**config.mk**
```make
export PLATFORM = sky130hd
export DESIGN_NAME = iterative_alu
export DESIGN_NICKNAME = d
export VERILOG_FILES = /design/src/rtl/iterative_alu.sv
export SDC_FILE = /design/constraint.sdc
export NUM_CORES = 1
export LEC_CHECK = 0
export CAP_MARGIN = 25
export CORE_ASPECT_RATIO = 0.7
export CORE_MARGIN = 2
export CORE_UTILIZATION = 45
export CTS_BUF_LIST = sky130_fd_sc_hd__clkbuf_8
export DETAILED_ROUTE_END_ITERATION = 10
export GPL_ROUTABILITY_DRIVEN = 0
export PLACE_DENSITY = 0.69
export REMOVE_ABC_BUFFERS = 1
export SYNTH_ARGS = -nofsm -noshare
export SYNTH_HDL_FRONTEND = slang
export SYNTH_SLANG_ARGS = --single-unit
```
**constraint.sdc**
```tcl
create_clock -name clk -period 4.5 [get_ports clk]
set_input_delay 1.125 -clock clk [delete_from_list [all_inputs] [get_ports clk]]
set_output_delay 1.125 -clock clk [all_outputs]
set_load 0.01 [all_outputs]
```
**src/rtl/iterative_alu.sv**
```systemverilog
// Execute-stage ALU: single-cycle logic/arith/compare ops,
// serial one-bit-per-cycle shifts, valid/ready on both sides.
module iterative_alu #(
  parameter int DATA_WIDTH  = 32,
  parameter int SHAMT_WIDTH = 5
) (
  input  logic                  clk,
  input  logic                  reset,
  input  logic                  in_valid,
  output logic                  in_ready,
  input  logic [3:0]            Operation,
  input  logic [DATA_WIDTH-1:0] src_a,
  input  logic [DATA_WIDTH-1:0] src_b,
  output logic                  out_valid,
  input  logic                  out_ready,
  output logic [DATA_WIDTH-1:0] result,
  output logic                  zero
);

  typedef enum logic [1:0] {
    S_IDLE,
    S_SHIFT,
    S_DONE
  } state_t;

  state_t r_state;
  state_t w_next;

  logic [DATA_WIDTH-1:0]  r_work;
  logic [SHAMT_WIDTH-1:0] r_cnt;
  logic [1:0]             r_kind;
  logic [DATA_WIDTH-1:0]  r_result;
  logic                   r_zero;

  logic                   w_accept;
  logic                   w_is_shift;
  logic                   w_last;
  logic                   w_lt;
  logic [SHAMT_WIDTH-1:0] w_shamt;
  logic [DATA_WIDTH-1:0]  w_sum;
  logic [DATA_WIDTH-1:0]  w_diff;
  logic [DATA_WIDTH-1:0]  w_alu;
  logic [DATA_WIDTH-1:0]  w_shifted;

  assign w_shamt    = src_b[SHAMT_WIDTH-1:0];
  assign w_accept   = in_valid && in_ready;
  assign w_is_shift = (Operation == 4'b0100) ||
                      (Operation == 4'b0101) ||
                      (Operation == 4'b0111);
  assign w_last     = (r_cnt == SHAMT_WIDTH'(1));
  assign w_sum      = src_a + src_b;
  assign w_diff     = src_a - src_b;
  assign w_lt       = $signed(src_a) < $signed(src_b);

  always_comb begin
    w_alu = '0;
    unique case (Operation)
      4'b0000: w_alu = src_a & src_b;
      4'b0001: w_alu = src_a | src_b;
      4'b0010: w_alu = w_sum;
      4'b0011: w_alu = w_diff;
      4'b0110: w_alu = src_a ^ src_b;
      4'b1000: w_alu = DATA_WIDTH'(src_a == src_b);
      4'b1001: w_alu = DATA_WIDTH'(src_a != src_b);
      4'b1011: w_alu = DATA_WIDTH'(w_lt);
      4'b1100: w_alu = DATA_WIDTH'(w_lt);
      4'b1101: w_alu = DATA_WIDTH'(!w_lt);
      4'b1111: w_alu = {w_sum[DATA_WIDTH-1:1], 1'b0};
      default: w_alu = '0;
    endcase
  end

  // r_kind holds Operation[1:0]: 00 SLL, 01 SRL, 11 SRA
  always_comb begin
    w_shifted = '0;
    unique case (r_kind)
      2'b00:   w_shifted = {r_work[DATA_WIDTH-2:0], 1'b0};
      2'b01:   w_shifted = {1'b0, r_work[DATA_WIDTH-1:1]};
      default: w_shifted = {r_work[DATA_WIDTH-1],
                            r_work[DATA_WIDTH-1:1]};
    endcase
  end

  always_ff @(posedge clk) begin
    if (reset) r_state <= S_IDLE;
    else       r_state <= w_next;
  end

  always_comb begin
    w_next = r_state;
    unique case (r_state)
      S_IDLE: begin
        if (w_accept)
          w_next = (w_is_shift && (w_shamt != '0))
                   ? S_SHIFT : S_DONE;
      end
      S_SHIFT: if (w_last) w_next = S_DONE;
      S_DONE:  if (out_ready) w_next = S_IDLE;
      default: w_next = S_IDLE;
    endcase
  end

  always_comb begin
    in_ready  = (r_state == S_IDLE) && !reset;
    out_valid = (r_state == S_DONE);
  end

  always_ff @(posedge clk) begin
    if (reset) begin
      r_work   <= '0;
      r_cnt    <= '0;
      r_kind   <= '0;
      r_result <= '0;
      r_zero   <= 1'b0;
    end else if (w_accept) begin
      r_kind <= Operation[1:0];
      if (!w_is_shift) begin
        r_result <= w_alu;
        r_zero   <= (w_alu == '0);
      end else if (w_shamt == '0) begin
        r_result <= src_a;
        r_zero   <= (src_a == '0);
      end else begin
        r_work <= src_a;
        r_cnt  <= w_shamt;
      end
    end else if (r_state == S_SHIFT) begin
      r_work <= w_shifted;
      r_cnt  <= r_cnt - SHAMT_WIDTH'(1);
      if (w_last) begin
        r_result <= w_shifted;
        r_zero   <= (w_shifted == '0);
      end
    end
  end

  assign result = r_result;
  assign zero   = r_zero;

endmodule

```
==> metrics.md <==
| Metric | Value |
|---|---|
| Yosys top cell by area | dfxtp_1 |
| Final Critical Period | approximately 4.5 ns |
| Setup violators final | 0 |
| Critical path destination | zero |
| First-pass GRT wire length | 61900 um |
| Area grow syn2layout | 44.6% |
| Clock skew | about 0.013 ns |
| Total grt overflow | 0 |
| Hold path cells | 2 |
| H-tree levels | 3 |
| Largest net degree at the start of global routing | between 70 and 80 |
| Async SR Flop Fraction | 0% |
| Fmax achieved | approximately 0.22 GHz |
| Final HPWL from detailed placement | around 31000 um |
| CTS Buffer Depth | 2 |
| Placed insts | 1979 |
| Reg2reg end | zero |
| Clk Latency, worst-skew pair | between 0.3 and 0.4 ns |
| VDD IR max | 206 uV |
| Width of the die | roughly 180 um |
| Mapped Avg Cell Area | 6.86 um^2 |
| List of most frequent post-synthesis cells | a21oi_1, nor2_1, nand2_1 |
| DIE HEIGHT | ~130 um |
| CTS tree | done |
| HP Class | reg -> reg |
| Clk root buf | clkbuf_8 |
| Post-synthesis register bit count | 74 |
| Synth Cell Area | just under 10000 um^2 |
| Core Rows | between 40 and 50 |
| Post-DRT Antenna Nets | 0 |
| Final Hold Viols | 0 |
| Clock slew at reported path FFs | about 0.090 ns |
| DRC Markers | 0 |
| CP Launch Type | primary input |
| Vias | between 10k and 15k |
| Layout cell share with drive strength beyond 1 | between 20% and 30% |
| Mapped Cells | about 1.4k |
| Pwr Density | 212 nW/um^2 |
| Finished Layout Cells | about 2k |
| Outcome | completed |
| Yosys top cell area share | 15.4% |
| Finished Cell Area | between 10000 and 15000 um^2 |
| Setup TNS | 0 ns |
| Initial drt markers | 1740 |
| Number of synthesized flops with an enable pin | 0 |
| WP data arrival | 4.76 ns |
| Final period utilization | between 90% and 100% |
| Max_slew headroom | between 30 and 40% |
| Crit. End Element | flop |
| N_diodes | 0 |
| Unrepaired setup endpoints after global routing | yes |
| Die area | around 23000 um^2 |
| Worst r2r path cells | 8 |
| Clk sinks | 74 |
| Hold_buf cts | 0 |
| Vias in the first global route | 11.5k |
| Pins Over Slew Limit | 0 |
| Worst slew pin tran | approximately 1 ns |
| Via-to-Cell Ratio | 6.30 |
| Seq/Total Area, Yosys | approximately 15% |
| Wirelength, routed | slightly above 40000 um |
| Total core area | 20900 um^2 |
| Initial antenna violation count | 1 |
| Number of CTS-inserted buffers | 9 |
| Static Leak | slightly above 0.006 uW |
| Final #Nets | around 1.9k |
| Crit path max fanout | 7 |
| FF-to-FF setup slack | roughly 1.3 ns |
| Worst Setup Path Type | in -> reg |
| Hold Slack | 0.455 ns |
| Ys Warns | 0 |
| Starting Density | a little under half |
| RR Startpoint | r_kind[1] |
| Maxcap violations | 0 |
| Detailed-router iteration count before antenna repair | 6 |
| Hold Crit Start | result[15] |
| # IOs | approximately 110 |
| Placed Area | about 13000 um^2 |
| Top-count cell post-synth | a21oi_1 |
| WP data required | around 4.8 ns |
| Synth cell types | 89 |
| Area contributors post-synth | dfxtp_1, ha_1, a21oi_1, nor2_1, nand2_1 |
| Port buffer count | 106 |
| Gr usage total | approximately a third |
| Critical path origin | src_b[4] |
| Ys flop type | dfxtp_1 |
| Drt wl/cell | 20.3 um |
-- timing repair --
item	in CTS	in global routing
gates resized for setup	45	104
endpoints found under the setup margin	12	16
setup buffers	2	7
pin swaps	16	36
-- metrics by stage --
| step | util, % | total power, uW | setup slack [ns] |
|---|---|---|---|
| after CTS | 64.2 | 2810 | 0.0127 |
| final | 66.7 | 2940 | 0.0201 |
| after global placement | 61.9 | 2090 | -0.609 |
| after global routing | 66.7 | 3070 | -0.102 |
| after floorplan | - | 1400 | -1.22 |
| after detailed placement | 61.9 | 2110 | -0.784 |
-- how the worst min path moves through the flow --
stage                  to  slack, ns
6_report       result[15]       0.46
4_1_cts        result[15]       0.46
5_1_grt        result[10]       0.48
3_5_place_dp   result[15]       0.45
2_1_floorplan  r_work[30]       0.43
3_3_place_gp   result[29]       0.44
-- worst max-delay path, cell delays in order --
cell and delay, ns:
clkdlybuf4s50_1 0.49, inv_1 0.06, ha_1 0.30, buf_4 0.16, buf_4 0.14, and4_2 0.30, o21ai_2 0.10, a21o_1 0.26
buf_4 0.17, o21ai_2 0.17, mux2i_1 0.24, nand3_2 0.16, nor4_2 0.32, and4_1 0.23, nand4_1 0.15, o41ai_2 0.35
-- cell usage in the layout, fill, tap and decap left out, drive strengths merged, types with 9 or more instances in the layout --
master and count:
a2111oi 10, a211o 13, a211oi 36, a21o 13, a21oi 178, a221o 10
a221oi 26, a311oi 12, a31oi 9, and2 11, and3 10, buf 304
clkbuf 11, clkdlybuf4s50 86, dfxtp 74, dlymetal6s2s 19, ha 98, inv 101
mux2i 31, nand2 129, nand2b 9, nand3 37, nand4 18, nor2 162
nor2b 15, nor3 38, nor4 22, o211ai 22, o21ai 63, o21bai 9
o31ai 16, or3 10
-- final cells by class --
class	count	area, um^2
Clock buffer	11	151
Clock inverter	5	100
Fill cell	1737	6950
Inverter	101	379
Multi-Input combinational cell	1129	8010
Sequential cell	74	1480
Tap cell	276	345
Timing Repair Buffer	409	3440
-- registers in the layout, indices dropped and copies added (netlist names) --
signal	cells
r_work	32
result	32
r_cnt	5
r_kind	2
r_state	2
zero	1
-- cell families after synthesis --
kind of cell / Yosys count / synth area share, %
flops: 74 / 15.4
mux: 36 / 3.85
xor+xnor: 1 / 0.0911
compound gates: 498 / 34.9
fa+ha+maj: 100 / 13.2
buf+inv: 200 / 8.08
simple gates: 494 / 24.5
-- metal layers --
layer / wire (um) / vias up / global-route usage (%)
met5: 13 / - / 0
met1: 16500 / 5847 / 47.7
met3: 5550 / 124 / 9.83
met4: 1890 / 2 / 14.7
li1: - / 5797 / -
met2: 16800 / 868 / 50.4
-- report_power, final --
part / switching [uW] / leakage, uW / internal [uW]
clock: 267 / 0.000129 / 397
combinational: 869 / 0.00539 / 711
sequential: 22.9 / 0.000599 / 678
Note: power is estimated with default switching activity, not from simulation.
